<file path="src/rtl/time_set_ctrl_pkg.sv">
// Shared state encoding, clamp limits and BCD helper for the time-set controller.
package time_set_ctrl_pkg;

    typedef enum logic [1:0] {
        RUN         = 2'b00,
        SET_HOURS   = 2'b01,
        SET_MINUTES = 2'b10
    } state_t;

    localparam logic [5:0] MAX_HOURS   = 6'd23;
    localparam logic [5:0] MAX_MINUTES = 6'd59;

    function automatic logic [5:0] clamp(input logic [5:0] v, input logic [5:0] lim);
        return (v > lim) ? lim : v;
    endfunction

    // Repeated subtraction; six steps cover any 6-bit input.
    function automatic logic [7:0] bcd_split(input logic [5:0] v);
        logic [3:0] tens;
        logic [5:0] rem;
        tens = 4'd0;
        rem  = v;
        for (int i = 0; i < 6; i++) begin
            if (rem >= 6'd10) begin
                rem  = rem - 6'd10;
                tens = tens + 4'd1;
            end
        end
        return {tens, rem[3:0]};
    endfunction

endpackage

</file>
<file path="src/rtl/time_set_ctrl_key_debounce.sv">
// Pushbutton synchronizer + debouncer; press pulse lands DEBOUNCE_CYCLES+2 edges after the first low sample.
// No backpressure: the press pulse is a single-cycle strobe.
module key_debounce #(
    parameter int DEBOUNCE_CYCLES = 1000000
) (
    input  logic clk,
    input  logic rst_n,
    input  logic key_raw,
    output logic key_level,
    output logic key_press
);

    localparam int CW = (DEBOUNCE_CYCLES > 1) ? $clog2(DEBOUNCE_CYCLES) : 1;
    localparam logic [CW-1:0] CNT_LAST = CW'(DEBOUNCE_CYCLES - 1);

    logic          sync_meta;
    logic          sync_key;
    logic          key_prev;
    logic [CW-1:0] cnt;

    always_ff @(posedge clk) begin
        if (!rst_n) begin
            sync_meta <= 1'b1;
            sync_key  <= 1'b1;
            key_level <= 1'b1;
            key_prev  <= 1'b1;
            key_press <= 1'b0;
            cnt       <= '0;
        end else begin
            sync_meta <= key_raw;
            sync_key  <= sync_meta;
            key_prev  <= key_level;
            key_press <= key_prev & ~key_level;
            // Any sample agreeing with the accepted level restarts the stability window.
            if (sync_key == key_level) begin
                cnt <= '0;
            end else if (cnt == CNT_LAST) begin
                key_level <= sync_key;
                cnt       <= '0;
            end else begin
                cnt <= cnt + 1'b1;
            end
        end
    end

endmodule

</file>
<file path="src/rtl/time_set_ctrl.sv">
// Time-set mode FSM: each debounced press steps RUN -> SET_HOURS -> SET_MINUTES -> RUN, emitting clamped BCD loads.
// Strobe and mode change appear DEBOUNCE_CYCLES+3 edges after the first low key sample; no backpressure.
module time_set_ctrl
    import time_set_ctrl_pkg::*;
#(
    parameter int DEBOUNCE_CYCLES = 1000000,
    parameter int BLINK_CYCLES    = 12500000
) (
    input  logic       CLK_50_MHZ_GEN,
    input  logic       Reset,
    input  logic       Time_Set,
    input  logic [9:4] SW,
    output logic       Run_Enable,
    output logic [1:0] Set_Mode,
    output logic       Load_Hours,
    output logic       Load_Minutes,
    output logic [3:0] Load_Tens,
    output logic [3:0] Load_Ones,
    output logic       Blink
);

    localparam int BW = (BLINK_CYCLES > 1) ? $clog2(BLINK_CYCLES) : 1;
    localparam logic [BW-1:0] BLINK_LAST = BW'(BLINK_CYCLES - 1);

    logic          key_level;
    logic          key_press;
    logic          advance;
    state_t        state;
    logic [BW-1:0] blink_cnt;

    key_debounce #(
        .DEBOUNCE_CYCLES(DEBOUNCE_CYCLES)
    ) u_key_debounce (
        .clk      (CLK_50_MHZ_GEN),
        .rst_n    (Reset),
        .key_raw  (Time_Set),
        .key_level(key_level),
        .key_press(key_press)
    );

    // Only act on a press while the debounced key is still seen held.
    assign advance    = key_press & ~key_level;
    assign Run_Enable = (state == RUN);
    assign Set_Mode   = state;

    always_ff @(posedge CLK_50_MHZ_GEN) begin
        if (!Reset) begin
            state        <= RUN;
            Load_Hours   <= 1'b0;
            Load_Minutes <= 1'b0;
            Load_Tens    <= 4'd0;
            Load_Ones    <= 4'd0;
            Blink        <= 1'b0;
            blink_cnt    <= '0;
        end else begin
            Load_Hours   <= 1'b0;
            Load_Minutes <= 1'b0;
            if (advance) begin
                Blink     <= 1'b0;
                blink_cnt <= '0;
                case (state)
                    RUN: state <= SET_HOURS;
                    SET_HOURS: begin
                        state                  <= SET_MINUTES;
                        Load_Hours             <= 1'b1;
                        {Load_Tens, Load_Ones} <= bcd_split(clamp(SW, MAX_HOURS));
                    end
                    SET_MINUTES: begin
                        state                  <= RUN;
                        Load_Minutes           <= 1'b1;
                        {Load_Tens, Load_Ones} <= bcd_split(clamp(SW, MAX_MINUTES));
                    end
                    default: state <= RUN;
                endcase
            end else if (state != RUN) begin
                if (blink_cnt == BLINK_LAST) begin
                    blink_cnt <= '0;
                    Blink     <= ~Blink;
                end else begin
                    blink_cnt <= blink_cnt + 1'b1;
                end
            end else begin
                Blink     <= 1'b0;
                blink_cnt <= '0;
            end
        end
    end

endmodule

</file>
<file path="config.mk">
export PLATFORM = sky130hd
export DESIGN_NAME = time_set_ctrl
export DESIGN_NICKNAME = d
export VERILOG_FILES = /design/src/rtl/time_set_ctrl_pkg.sv /design/src/rtl/time_set_ctrl_key_debounce.sv /design/src/rtl/time_set_ctrl.sv
export SDC_FILE = /design/constraint.sdc
export NUM_CORES = 1
export LEC_CHECK = 0
export CORE_UTILIZATION = 40
export DETAILED_ROUTE_END_ITERATION = 7
export GPL_TIMING_DRIVEN = 0
export PLACE_DENSITY = 0.66
export SLEW_MARGIN = 40
export SYNTH_ARGS = -nofsm -noshare
export SYNTH_HDL_FRONTEND = slang
export SYNTH_HIERARCHICAL = 1
export SYNTH_SLANG_ARGS = --single-unit
export TNS_END_PERCENT = 1
</file>
<file path="constraint.sdc">
create_clock -name CLK_50_MHZ_GEN -period 16.7 [get_ports CLK_50_MHZ_GEN]
set_input_delay 4.175 -clock CLK_50_MHZ_GEN [delete_from_list [all_inputs] [get_ports CLK_50_MHZ_GEN]]
set_output_delay 4.175 -clock CLK_50_MHZ_GEN [all_outputs]
set_load 0.005 [all_outputs]
</file>
### After elaboration in Yosys (flattened, before gate mapping)

Cells that the tools add are included.

* register bits: 62
* bits of input ports: 9
* word-level logic and storage cells: 163

* $add $sub $neg: 24
* magnitude comparators: 14
* eq/ne operators: 5
* multiplexer cells: 91
* bitwise gates (word level): 7
* reductions and logical operators: 9

Operator list (number)
* $mux W6: 42
* $mux W4: 42
* $ge A6 B4 Y1 const B: 12
* $sub A6 B4 Y6 const B: 10
* $add A4 B1 Y4 const B: 10
* $add A24 B1 Y24 const B: 1
* $eq A24 B24 Y1 const B: 1
* $add A20 B1 Y20 const B: 1
* $eq A20 B20 Y1 const B: 1
* $pmux W4 S2: 2
* $sub A4 B4 Y4 const B: 2
* $gt A6 B5 Y1 const B: 1
* $gt A6 B6 Y1 const B: 1
* $reduce_and A2 Y1: 3
* $reduce_or A3 Y1: 2
* $not A1 Y1: 5
* $mux W1: 4
* $pmux W2 S2: 1
* $reduce_bool A2 Y1: 2
* $reduce_or A4 Y1: 1
* $and A1 B1 Y1: 2
* $eq A2 B1 Y1 const B: 1
* $eq A2 B2 Y1 const B: 1
* $logic_not A2 Y1: 1
* $eq A1 B1 Y1: 1

### Longest topological paths before layout

Gate-level depths: netlist of the first run.

* word-level depth: 30
* gate-level depth with buffers: 36
* mapped depth without buffers: 33

### Cells and area by module

The synthesis of the first run kept the hierarchy.

By module, submodules not included
* time_set_ctrl: instances 1, cells each 465, area each 3652.3 um^2, seq. area each 740.7 um^2
* key_debounce: instances 1, cells each 118, area each 1064.8 um^2, seq. area each 500.5 um^2

### Worst setup path after synthesis of the first run

No wires, ideal clock.

* path type: input to register
* from: in SW[7] in the netlist's numbering
* to: reg Load_Tens[2]
* setup time: 130 ps
* arrival: 9986 ps
* data required time: 16570 ps
* slack: 6584 ps
* cell stages on the path: 35
* buffers on the path: 3
* cell sequence: buf_2 -> buf_1 -> a211o_1 -> inv_1 -> ha_1 -> nor2b_1 -> o21ai_0 -> o311ai_0 -> mux2i_1 -> ha_1 -> nand2_1 -> a41oi_1 -> o31ai_1 -> mux2_2 -> ha_1 -> nor2_1 -> o41ai_4 -> inv_1 -> nand2_1 -> o21ai_0 -> ha_1 -> a31o_2 -> buf_2 -> nand2b_1 -> nand2_1 -> ha_1 -> nand2_1 -> nand2_1 -> ha_1 -> xor2_1 -> nand2_1 -> xnor2_1 -> a22o_1 -> a32oi_1 -> o211ai_1

* longest elaborated chain between the ends: 30

RTL lines
* start: declaration: line time_set_ctrl.sv:12 `input logic [9:4] SW,`
* $gt A6 B6 Y1 or $gt A6 B5 Y1 (tied branches): line time_set_ctrl_pkg.sv:14 `return (v > lim) ? lim : v;`
* $mux W6: line time_set_ctrl_pkg.sv:14
* $sub A6 B4 Y6 or $ge A6 B4 Y1 (tied branches): line time_set_ctrl_pkg.sv:25, time_set_ctrl_pkg.sv:24
* $mux W6 or $mux W1 (tied branches): line time_set_ctrl_pkg.sv:24 `if (rem >= 6'd10) begin`
* $mux W6 or $mux W4 (tied branches): line time_set_ctrl.sv:61 `case (state)`
* $mux W6 or $mux W4 (tied branches): line time_set_ctrl.sv:58 `if (advance) begin`
* $mux W6 or $mux W4 (tied branches): line time_set_ctrl.sv:47 `if (!Reset) begin`
* $sub A6 B4 Y6 (tied with other cells): line time_set_ctrl_pkg.sv:25 `rem = rem - 6'd10;`
* [14 not listed]
* $sub A6 B4 Y6 (tied with other cells): line time_set_ctrl_pkg.sv:25
* $mux W6 or $mux W4 (tied branches): line time_set_ctrl_pkg.sv:24
* $mux W6 or $mux W4 (tied branches): line time_set_ctrl.sv:61
* $mux W6 or $mux W4 (tied branches): line time_set_ctrl.sv:58
* $mux W6 or $mux W4 (tied branches): line time_set_ctrl.sv:47
* $ge A6 B4 Y1 or $add A4 B1 Y4 (tied branches): line time_set_ctrl_pkg.sv:24, time_set_ctrl_pkg.sv:26
* $mux W4: line time_set_ctrl_pkg.sv:24
* $pmux W4 S2 (*): line time_set_ctrl.sv:61
* end signal: assignment: line time_set_ctrl.sv:66 `{Load_Tens, Load_Ones} <= bcd_split(clamp(SW, MAX_HOURS));`
* end signal: assignment: line time_set_ctrl.sv:71 `{Load_Tens, Load_Ones} <= bcd_split(clamp(SW, MAX_MINUTES));`
* end: declaration: line time_set_ctrl.sv:17 `output logic [3:0] Load_Tens,`

Mark *: on every way between the ends. The rest lies on a longest branch, timed or not. The select of a mux whose other input is x is not followed.
A chain may end at the register's enable or synchronous reset.

### Worst setup path in the final report of the first run

Ends and elaborated chain as after synthesis.

==> metrics.cfg, run 1 <==
[outcome]
status = finished clean

[global_routing]
grt_max_degree = 14
antenna_found_initial = 0
grt_pass1_wl_um = 18180
grt_pass1_vias = 4006
grt.overflow.total = 0
grt.total_usage = 0.1779

[synthesis]
synthCells = 583
ys_warn_count = 6
ys_seq_area_frac = 0.2631
syn_avg_cell_area_um2 = 8.091
synth.distinct_cells = 89
synth_area_mm2 = 0.004717
synth_nets = 617
synth.area.top_cells = dfxtp_1, ha_1, nor2_1, xnor2_1, xor2_1
synth_ff_type = dfxtp_1
synth_largest_area_cell = dfxtp_1
ys_ff_latch = 62
async_flop_share = 0
synth-edff-count = 0
synth_top_area_frac = 0.2631

[sta]
finalSetupViolCount = 0
rsz0062_at_grt = false
finalHoldViolations = 0
finalMaxSlewViolations = 0
tightest_slew_ns = 0.6597
period_minus_slack_ns = 11.37
finalSetupTns_ns = 0
fmax_mhz = 87.95
final.setup_skew_ns = 0.008837
relSlewSlack = 0.5532
post-route-period-util = 0.6808

[power_and_ir_drop]
clkPwrFrac = 0.351
powerDensity_mw_per_mm2 = 95.91
internal_power_mw = 0.3428
vdd_drop_max_mv = 0.08506
p_leak_nw = 1.999
totalPowerFinal_mw = 0.5158
swShare = 0.3354
p_seq_frac = 0.288
combPwrFrac = 0.361
p_sw_mw = 0.1730

[finish]
antennaDiodeCount = 0
num-fill-cells = 1110
final_util = 0.4690
nNetsFinal = 647
stdcell_count = 761
final_layout_size_suffix_gt1_frac = 0.1003
seq_area_mm2 = 0.001241
area.growth.synth_to_final_pct = 14.01
multi_input_area_mm2 = 0.003238

[cts]
numCtsBuffers = 9
clockBufferDepth = 2
cts_hold_buffers = 0
cts_resized = 0
clock_latency_ns = 0.33
htreeDepth = 3
root_buffer = clkbuf_16
cts_sinks = 62
cts_tree = yes
path_clk_slew_ns = 0.05
cts_setup_buffers = 0

[min_path]
hp-start = u_key_debounce/sync_meta
min_to = u_key_debounce/sync_key
hold_depth = 1
hp-class = reg -> reg

[critical_path]
crit_arrival_ns = 11.57
r2r_start = blink_cnt[0]
path_class = in -> reg
slowest_stage = o21ai_0
reg2reg_depth = 6
timing.rr.end = blink_cnt[12]
crit_required_ns = 16.90
worstSetupEndpointType = flop
cp_max_fo = 10
cpPeakStageDelay_ns = 0.53
r2r_slack_ns = 14.30
worstSetupStartpointType = input pin

[detailed_routing]
vias_per_cell = 5.549
drcViolationCount = 0
ant_nets = 0
vias = 4223
routed_wl_um = 10670
initialDrtViolationCount = 254
avgRoutedWirePerCell_um = 14.02
firstDrtPassIters = 6

[floorplan]
start_util = 0.4113
core_area_mm2 = 0.01147
die_w_um = 110.6
dieArea_mm2 = 0.01223
die_y_um = 110.6
ios = 23
core.rowCount = 39

[job]
cap_violations = 0

[place]
dp.final_hpwl_um = 8228
post-place-cells = 745
port_buffers = 19
globalplace.congestion = 0.8719

[registers in the layout, summed over array words and instances (netlist names)]
signal,cells
blink_cnt,24
u_key_debounce/cnt,20
Load_Ones,4
Load_Tens,4
Set_Mode,2
Blink,1
Load_Hours,1
Load_Minutes,1
u_key_debounce/key_level,1
u_key_debounce/key_press,1
u_key_debounce/key_prev,1
u_key_debounce/sync_key,1
u_key_debounce/sync_meta,1
[per-stage QoR]
| stage | area, µm² | hold WS (ns) | setup WS [ns] |
|---|---|---|---|
| 2_1_floorplan | 4717 | 0.3863 | 6.584 |
| 3_3_place_gp | 5086 | 0.4002 | 5.221 |
| 3_5_place_dp | 5086 | 0.4045 | 5.091 |
| 4_1_cts | 5378 | 0.4158 | 5.399 |
| 5_1_grt | 5378 | 0.4323 | 4.617 |
| 6_report | 5378 | 0.4087 | 5.330 |
[synth_stat cells (10+ instances only)]
| cell | instances |
|---|---|
| and3_1 | 11 |
| nor2_1 | 68 |
| nand4_1 | 13 |
| dfxtp_1 | 62 |
| ha_1 | 25 |
| nor3_1 | 10 |
| nand3_1 | 24 |
| xor2_1 | 27 |
| xnor2_1 | 27 |
| and2_1 | 10 |
| a21oi_1 | 23 |
| inv_1 | 32 |
| nand2_1 | 52 |
| o21ai_0 | 17 |
[worst max path at each step]
stage | depth (start not counted) | from | slack, ns | endpoint
5_1_grt | 35 | SW[7] | 4.62 | Load_Tens[2]
4_1_cts | 35 | SW[7] | 5.40 | Load_Tens[2]
3_5_place_dp | 35 | SW[7] | 5.09 | Load_Tens[2]
6_report | 36 | SW[7] | 5.33 | Load_Tens[2]
3_3_place_gp | 35 | SW[7] | 5.22 | Load_Tens[2]
2_1_floorplan | 35 | SW[7] | 6.58 | Load_Tens[2]
[cell families (layout without fill, tap and decap cells)]
kind of cell / count (synthesis) / after routing / share of synthesized area
simple gates: 250 / 250 / 0.2727
xor+xnor: 55 / 55 / 0.1037
mux: 22 / 22 / 0.05305
fa+ha+maj: 26 / 26 / 0.06844
flops: 62 / 62 / 0.2631
compound gates: 114 / 114 / 0.1886
buf+inv: 54 / 89 / 0.05040
[routing by layer]
| metal | part of all wire | global-route usage | vias up | wire length, µm |
|---|---|---|---|---|
| met4 | 0.016 | 0.05422 | 0 | 172 |
| met2 | 0.46 | 0.2944 | 93 | 4934 |
| met3 | 0.040 | 0.03568 | 15 | 424 |
| met5 | 0 | 0 | - | 0 |
| met1 | 0.48 | 0.2322 | 1964 | 5135 |
| li1 | - | - | 2151 | - |
[power groups by stage]
stage,clock [mW],sequential (mW),combinational [mW]
finish,0.181,0.148,0.186
global route,0.193,0.148,0.208
CTS,0.185,0.148,0.186
detailed placement,0,0.152,0.185
global placement,0,0.152,0.179
floorplan,0,0.152,0.149
[cell usage in the layout, fill, tap and decap left out, types with 5 or more instances in the layout]
master,n
nor2_1,68
buf_2,7
ha_1,25
a21oi_1,23
nor3_1,10
and3_1,11
nand2_1,52
mux2_2,7
nand3_1,24
dfxtp_1,62
xnor2_1,27
mux2i_1,9
clkdlybuf4s50_1,19
nand2b_1,9
clkbuf_16,9
clkbuf_1,9
and2_1,10
nand4_1,13
o21ai_0,17
or3_1,9
xor2_1,27
o31ai_1,7
nor3b_1,5
inv_1,32
nor2b_1,8
a211oi_1,7
[critical path: cells and delay by family]
kind	cells	cell delay, ns
adder cells (fa/ha/maj)	6	1.24
AND/OR/NAND/NOR	9	0.86
XOR/XNOR	2	0.32
buffers and inverters	6	1.47
AO/OA/AOI/OAI	11	2.88
multiplexers	2	0.61
[final cells by class]
cell class                      count  area share
Timing Repair Buffer               19     0.03537
Sequential cell                    62      0.2308
Tap cell                          143     0.03327
Clock buffer                       10     0.04258
Multi-Input combinational cell    467      0.6021
Clock inverter                      6     0.01163
Buffer                             20     0.02047
Inverter                           34     0.02373
Power figures use the tool's default switching activity.
==> run 2: changes to the inputs <==
Settings changed: PLACE_DENSITY 0.66 to 0.68.
Clock period 16.7 ns to 10.17 ns, I/O delays scaled along.
==> metrics.cfg, run 2 (synthesis results as in run 1) <==
[critical_path]
worstSetupStartpointType = input pin
timing.rr.end = blink_cnt[5]
cp_max_fo = 10
worstSetupEndpointType = flop
crit_arrival_ns = 9.54
crit_family = compound AO/OA/AOI/OAI gates
critPathBufInv = 6
crit_required_ns = 10.38
cpPeakStageDelay_ns = 0.49
r2r_start = blink_cnt[0]
reg2reg_depth = 6
slowest_stage = clkdlybuf4s50_1
r2r_slack_ns = 7.75
path_class = in -> reg
crit_top_cell = ha_1

[finish]
area.growth.synth_to_final_pct = 13.77
antennaDiodeCount = 0
final_cell_mix = nor2_1, dfxtp_1, nand2_1
final_layout_size_suffix_gt1_frac = 0.1019
nNetsFinal = 647
stdcell_count = 761
largest_register = blink_cnt
final_common_cell = nor2_1
largest_register_ffs = 24
fin_area_mm2 = 0.005366
top_regs = blink_cnt (24), u_key_debounce/cnt (20)

[place]
port_buffers = 19
dpl-instance-area_mm2 = 0.005086
dp_slack_ns = 0.2593
dp.final_hpwl_um = 8239
globalplace.congestion = 0.8888
post-place-cells = 745

[power_and_ir_drop]
clkPwrFrac = 0.339
p_seq_frac = 0.294
combPwrFrac = 0.367
vdd_drop_max_mv = 0.1181
p_sw_mw = 0.2841
p_leak_nw = 1.985
swShare = 0.3427
powerDensity_mw_per_mm2 = 154.5
internal_power_mw = 0.5449

[cts]
path_clk_slew_ns = 0.05
cts_sinks = 62
htreeDepth = 3
clock_latency_ns = 0.33
cts_hold_buffers = 0
numCtsBuffers = 9
cts_tree = yes
clockBufferDepth = 2
root_buffer = clkbuf_16

[floorplan]
die_w_um = 110.6
die_y_um = 110.6
core_area_mm2 = 0.01147
start_util = 0.4113
ios = 23
core.rowCount = 39
dieArea_mm2 = 0.01223

[sta]
final.setup_skew_ns = 0.009143
post-route-period-util = 0.9176
finalHoldViolations = 0
fin_ws_ns = 0.8377
finalSetupTns_ns = 0
finalMaxSlewViolations = 0
fmax_mhz = 107.2
whs_ns = 0.4160
finalSetupViolCount = 0
tightest_slew_ns = 0.6588
relSlewSlack = 0.5539
rsz0062_at_grt = false
period_minus_slack_ns = 9.332

[global_routing]
grt_pass1_wl_um = 19040
antenna_found_initial = 0
grt.total_usage = 0.1844
grt.overflow.total = 0
grt_max_degree = 14
grt_pass1_vias = 4079

[job]
cap_violations = 0

[detailed_routing]
drcViolationCount = 0
ant_nets = 0
firstDrtPassIters = 4
avgRoutedWirePerCell_um = 14.15
vias = 4270
routed_wl_um = 10770
vias_per_cell = 5.611
initialDrtViolationCount = 186

[min_path]
hp-class = reg -> reg
hold_depth = 1
hp-start = u_key_debounce/sync_meta
min_to = u_key_debounce/sync_key

[outcome]
status = finished clean

run 2: final cells by class:
type                            instances  area, µm²
Buffer                                 20      110.1
Clock buffer                           11      242.7
Clock inverter                          5      33.78
Fill cell                            1119       6101
Inverter                               34      127.6
Multi-Input combinational cell        467       3242
Sequential cell                        62       1241
Tap cell                              143      178.9
Timing Repair Buffer                   19      190.2
run 2: power by group through the flow:
stage	Combinational, mW	Sequential [mW]	Clock [mW]
5_1_grt	0.343	0.244	0.300
3_3_place_gp	0.293	0.249	0
2_1_floorplan	0.244	0.249	0
6_report	0.304	0.244	0.281
4_1_cts	0.303	0.244	0.287
3_5_place_dp	0.301	0.249	0
run 2: per-layer routing:
layer | vias up | routed length [µm] | share of wire | global-route usage
met1 | 2021 | 5173 | 0.48 | 0.2446
met3 | 13 | 400 | 0.037 | 0.02799
met5 | - | 0 | 0 | 0
met2 | 83 | 5040 | 0.47 | 0.3039
li1 | 2153 | - | - | -
met4 | 0 | 156 | 0.014 | 0.06311
run 2: worst max path at each step:
stage,end,from,depth (start not counted),slack [ns]
after detailed placement,Load_Tens[2],SW[7],35,0.26
after floorplan,Load_Tens[2],SW[7],35,1.69
after CTS,Load_Tens[2],SW[7],35,0.55
after global routing,Load_Tens[2],SW[7],35,0.13
after global placement,Load_Tens[2],SW[7],36,0.36
final,Load_Tens[2],SW[7],35,0.84
run 2: timing repair:
| item | CTS | global route |
|---|---|---|
| buffers inserted | 0 | 0 |
| gates resized for setup | 0 | 2 |
| endpoints found under the setup margin | 0 | 1 |
run 2: metrics by stage:
stage | power, mW | util
after floorplan | 0.4931 | -
after global placement | 0.5421 | 0.4435
after detailed placement | 0.5497 | 0.4435
after CTS | 0.8341 | 0.4676
after global routing | 0.8867 | 0.4680
final | 0.8290 | 0.4680
